$ cat config.mk
export PLATFORM = sky130hd
export DESIGN_NAME = burst_decoder
export DESIGN_NICKNAME = d
export VERILOG_FILES = /design/src/rtl/burst_decoder_pkg.sv /design/src/rtl/burst_decoder_onehot_dec.sv /design/src/rtl/burst_decoder.sv
export SDC_FILE = /design/constraint.sdc
export NUM_CORES = 1
export LEC_CHECK = 0
export CORE_MARGIN = 5
export CORE_UTILIZATION = 45
export CTS_CLUSTER_SIZE = 16
export DETAILED_ROUTE_END_ITERATION = 16
export GPL_ROUTABILITY_DRIVEN = 0
export HOLD_SLACK_MARGIN = 0.05
export PLACE_DENSITY = 0.76
export RECOVER_POWER = 100
export SETUP_SLACK_MARGIN = 0.2
export SYNTH_ARGS = -nofsm -noshare
export SYNTH_HDL_FRONTEND = slang
export SYNTH_SLANG_ARGS = --single-unit
$ cat constraint.sdc
create_clock -name clk -period 2.44 [get_ports clk]
set_input_delay 0.488 -clock clk [delete_from_list [all_inputs] [get_ports clk]]
set_output_delay 0.488 -clock clk [all_outputs]
set_load 0.03 [all_outputs]
$ cat src/rtl/burst_decoder_pkg.sv
// Shared types and sizing helpers for burst_decoder.
package burst_decoder_pkg;

   typedef enum logic {
      IDLE = 1'b0,
      RUN  = 1'b1
   } state_e;

   // The remaining-beat counter holds the number of beats still owed after
   // the one on the output. A burst of 2**len_w beats therefore needs only
   // len_w bits.
   function automatic int unsigned beat_cnt_w(input int unsigned len_w);
      return len_w;
   endfunction

endpackage

$ cat src/rtl/burst_decoder_onehot_dec.sv
// Combinational code-to-one-hot decoder. The output is zero when disabled or when the code is out of range.
module onehot_dec #(
   parameter int unsigned IN_W    = 2,
   parameter int unsigned NUM_OUT = 4
) (
   input  logic [IN_W-1:0]    code_i,
   input  logic               en_i,
   output logic [NUM_OUT-1:0] onehot_o
);

   always_comb begin
      onehot_o = '0;
      for (int unsigned i = 0; i < NUM_OUT; i++) begin
         onehot_o[i] = en_i && (32'(code_i) == i);
      end
   end

endmodule

$ cat src/rtl/burst_decoder.sv
// Burst decoder: turns a (code, length) request into a stream of rotating one-hot beats.
// Optional macro BURST_DECODER_RANGE_CHK_EN adds out_err for out-of-range codes.
module burst_decoder #(
   parameter int unsigned IN_W    = 2,
   parameter int unsigned NUM_OUT = 4,
   parameter int unsigned LEN_W   = 4
) (
   input  logic               clk,
   input  logic               rst_n,
   input  logic               in_valid,
   output logic               in_ready,
   input  logic [IN_W-1:0]    in_code,
   input  logic [LEN_W-1:0]   in_len,
   input  logic               in_en,
   output logic               out_valid,
   input  logic               out_ready,
   output logic [NUM_OUT-1:0] out_onehot
`ifdef BURST_DECODER_RANGE_CHK_EN
   ,
   output logic               out_err
`endif
);

   import burst_decoder_pkg::*;

   localparam int unsigned CNT_W = beat_cnt_w(LEN_W);

   state_e               state_q, state_d;
   logic [IN_W-1:0]      code_q, code_d;
   logic [CNT_W-1:0]     cnt_q, cnt_d;
   logic [NUM_OUT-1:0]   onehot_q, onehot_d;
`ifdef BURST_DECODER_RANGE_CHK_EN
   logic                 err_q, err_d;
`endif

   logic                 last;
   logic                 beat_take;
   logic                 accept;
   logic                 in_range;
   logic [IN_W-1:0]      code_nxt;
   logic [IN_W-1:0]      dec_code;
   logic                 dec_en;
   logic [NUM_OUT-1:0]   dec_onehot;

   assign last      = (cnt_q == '0);
   assign beat_take = (state_q == RUN) && out_ready;
   assign in_ready  = (state_q == IDLE) || (last && beat_take);
   assign accept    = in_valid && in_ready;
   assign in_range  = (32'(in_code) < NUM_OUT);
   assign code_nxt  = (32'(code_q) == NUM_OUT - 1) ? '0 : code_q + 1'b1;

   // One decoder is shared: it sees the new request on accept, otherwise the next code in the burst.
   assign dec_code  = accept ? in_code : code_nxt;
   assign dec_en    = accept ? in_en   : 1'b1;

   onehot_dec #(
      .IN_W    (IN_W),
      .NUM_OUT (NUM_OUT)
   ) u_dec (
      .code_i   (dec_code),
      .en_i     (dec_en),
      .onehot_o (dec_onehot)
   );

   always_comb begin
      state_d  = state_q;
      code_d   = code_q;
      cnt_d    = cnt_q;
      onehot_d = onehot_q;
`ifdef BURST_DECODER_RANGE_CHK_EN
      err_d    = err_q;
`endif
      if (accept) begin
         state_d  = RUN;
         code_d   = in_code;
         cnt_d    = (in_en && in_range) ? in_len : '0;
         onehot_d = dec_onehot;
`ifdef BURST_DECODER_RANGE_CHK_EN
         err_d    = in_en && !in_range;
`endif
      end else if (beat_take) begin
         if (last) begin
            state_d  = IDLE;
            code_d   = '0;
            cnt_d    = '0;
            onehot_d = '0;
`ifdef BURST_DECODER_RANGE_CHK_EN
            err_d    = 1'b0;
`endif
         end else begin
            code_d   = code_nxt;
            cnt_d    = cnt_q - 1'b1;
            onehot_d = dec_onehot;
         end
      end
   end

   always_ff @(posedge clk or negedge rst_n) begin
      if (!rst_n) begin
         state_q  <= IDLE;
         code_q   <= '0;
         cnt_q    <= '0;
         onehot_q <= '0;
`ifdef BURST_DECODER_RANGE_CHK_EN
         err_q    <= 1'b0;
`endif
      end else begin
         state_q  <= state_d;
         code_q   <= code_d;
         cnt_q    <= cnt_d;
         onehot_q <= onehot_d;
`ifdef BURST_DECODER_RANGE_CHK_EN
         err_q    <= err_d;
`endif
      end
   end

   assign out_valid  = (state_q == RUN);
   assign out_onehot = onehot_q;
`ifdef BURST_DECODER_RANGE_CHK_EN
   assign out_err    = err_q;
`endif

endmodule
==> flow_summary.toml <==
[yosys]
synth_common_cells = "dfrtp_1, nand2_1, a21oi_1"
syn_inst = 82
syn_area_per_cell_um2 = 8.87
yosysSeqAreaShare_pct = 37.9
yosysMostFrequentCell = "dfrtp_1"
synthArstFlopShare_pct = 100
yosysTopAreaCellShare_pct = 37.9
ys_ff_latch = 11
ys.flop_type = "dfrtp_1"
yosysTopAreaCell = "dfrtp_1"
synth_area_leaders = "dfrtp_1, nand2_1, a21oi_1, a22o_1, o21ai_0"
syn_area_um2 = 727
ys_types = 33
yosysWarnings = 0
synth_fp_nets = 94
synth_edf_count = 0

[cells_and_area]
fin_util_pct = 61.9
diodes = 0
nFillCells = 132
multi_input_area_um2 = 412
layout.nets = 115
register_area_um2 = 275
final_area_um2 = 943
area_growth_pct = 29.8
drive_gt1_share_pct = 12.7
layout.cells.non_filler = 118

[timing]
setup-tns-final_ns = 0
fmax_mhz = 464
max_slew_margin_pct = 43.9
worstMarginPinSlew_ns = 0.834
fin_crit_sh_pct = 88.4
rsz0062_at_grt = "no"
setup_viol = 0
fin_crit_ns = 2.16
finalHoldViolations = 0
report.final.slew_viol_count = 0
skew_ns = 0.00657
whs_ns = 0.485

[global_route]
grt_pass1_wl_um = 3220
grt_pass1_vias = 700
grt_max_degree = 21
grt_use_total_pct = 15.9
overflow = 0
antenna_found_initial = 0

[clock_tree]
postCtsSetupBuffers = 0
cts_tree = "built"
clock-sinks = 11
path_clk_slew_ns = 0.07
clk-insertion-delay-late_ns = 0.27
htree_levels = 1
cts-buffers-inserted = 3
clk_path_buf_depth = 2
cts_root_buf = "clkbuf_4"

[critical_path]
cp.depth = 3
crit_type = "reg -> out"
cp_num_buf_inv = 1
critical-path-top-delay-family = "simple AND/OR/NAND/NOR gates"
worst_setup_path_start_kind = "flip-flop"
worst-r2r-setup-slack_ns = 0.37
critPathMaxFanout = 8
reg2reg_depth = 4
r2r-end = "out_onehot[2]$_DFFE_PN0P_"
crit_path_end_kind = "primary output"
path_cells = "or4_4 -> o21ai_4 -> buf_4"
startpoint = "cnt_q[1]$_DFFE_PN0P_"
worstSetupEndpoint = "in_ready"
required_ns = 1.95
cp.arrival_ns = 1.67
max_stage_delay_ns = 0.62
reg2reg_from = "cnt_q[1]$_DFFE_PN0P_"
cp_slowest_cell = "or4_4"

[job]
maxCapViolations = 0

[placed_design]
dp.cells = 114
portBuffers = 16
dpl_cell_area_um2 = 920
dp_hpwl_um = 1340

[power]
combinationalPowerShare_pct = 59.1
p_leak_nw = 0.425
vdd_drop_max_uv = 640
pwr-share-seq_pct = 29.9
clock_power_share_pct = 11.0
power.density_mw_per_mm2 = 1210
p_sw_share_pct = 44.2
switching_power_mw = 0.505
intPower_mw = 0.637

[min_path]
whs_path_depth = 2
hp-class = "reg -> reg"

[floorplanning]
start_util_pct = 47.7
core.rowCount = 14
die_w_um = 50.2
dieArea_mm2 = 0.00252
core_mm2 = 0.00152
die_y_um = 50.2
num_io_pins = 17

[detailed_routing]
avgViaCountPerCell = 6.37
drt-wirelength-per-cell_um = 15.2
vias = 752
ant_nets = 0
drtIter0Drc = 28
drt_first_pass_iters = 4
drc_errors = 0
drt-total-wl_um = 1790

[status]
outcome = "complete, no violations"
-- power by group through the flow --
| stage | clock network [mW] | registers [mW] | logic, mW |
|---|---|---|---|
| after global placement | 0 | 0.344 | 0.666 |
| after detailed placement | 0 | 0.347 | 0.677 |
| after floorplan | 0 | 0.380 | 0.443 |
| after global routing | 0.142 | 0.353 | 0.746 |
| final | 0.126 | 0.341 | 0.675 |
| after CTS | 0.128 | 0.345 | 0.690 |
-- layout make-up --
class                           instances  area share, %
Multi-Input combinational cell         62           43.6
Timing Repair Buffer                   21           20.7
Clock buffer                            4           2.79
Sequential cell                        11           29.2
Inverter                                4           1.59
Tap cell                               16           2.12
-- stage by stage --
step | setup slack, ns | power, mW
finish | 0.283 | 1.14
global route | 0.210 | 1.24
CTS | 0.277 | 1.16
detailed placement | 0.377 | 1.02
global placement | 0.400 | 1.01
floorplan | 0.571 | 0.823
-- metal layers --
metal	GRT usage, %	share of wire (%)	vias up
li1	-	-	361
met1	23.1	46	352
met2	22.8	45	37
met3	4.14	8.3	2
met4	5.24	0.73	0
met5	0	0	-
-- cells in the final DEF (no fill, tap or decap), types with 2 or more instances in the layout --
cell type        netlist  final
nand3_1                2      2
a211o_1                2      2
a311oi_1               2      2
o311a_1                2      2
a31oi_1                3      3
or3_1                  2      2
a211oi_1               2      2
nor2_1                 4      4
a22o_1                 3      3
clkdlybuf4s50_1        0      7
dlygate4sd3_1          0      8
o21ai_0                5      6
a41o_1                 2      2
dfrtp_1               11     11
a32o_1                 2      2
o22ai_1                2      2
a21oi_1                6      6
clkbuf_4               0      3
inv_1                  4      4
nand2_1                9      9
buf_4                  0      6
-- repair_timing --
action / 4_1_cts / 5_1_grt
setup endpoints to repair: 1 / 1
gates resized for setup: 1 / 1
hold buffers: 0 / 0
cloned: 0 / 0
-- kinds of logic (layout without fill, tap and decap cells) --
group,after synthesis,in the layout,synth area share [%]
buffers and inverters,9,29,5.16
multiplexers,1,1,1.38
AO/OA/AOI/OAI,35,35,35.8
AND/OR/NAND/NOR,25,25,18.1
flip-flops,11,11,37.9
adder cells (fa/ha/maj),1,1,1.72
-- worst reg2reg max path, stage by stage (launching register included) --
cell and delay (ns):
dfrtp_1 0.46, nor4_1 0.76, o21ai_0 0.27, a211o_1 0.34, o21ai_0 0.16
-- worst min path at each step --
stage,startpoint,to
final,out_onehot[2]$_DFFE_PN0P_,out_onehot[2]$_DFFE_PN0P_
after global placement,out_onehot[2]$_DFFE_PN0P_,out_onehot[2]$_DFFE_PN0P_
after detailed placement,out_onehot[2]$_DFFE_PN0P_,out_onehot[2]$_DFFE_PN0P_
after CTS,out_onehot[2]$_DFFE_PN0P_,out_onehot[2]$_DFFE_PN0P_
after floorplan,rst_n,cnt_q[0]$_DFFE_PN0P_
after global routing,out_onehot[2]$_DFFE_PN0P_,out_onehot[2]$_DFFE_PN0P_
-- state kept, by name (all words and copies together) (netlist names) --
name / count
out_onehot: 4
cnt_q: 4
code_q: 2
out_valid: 1
Power figures use the tool's default switching activity.
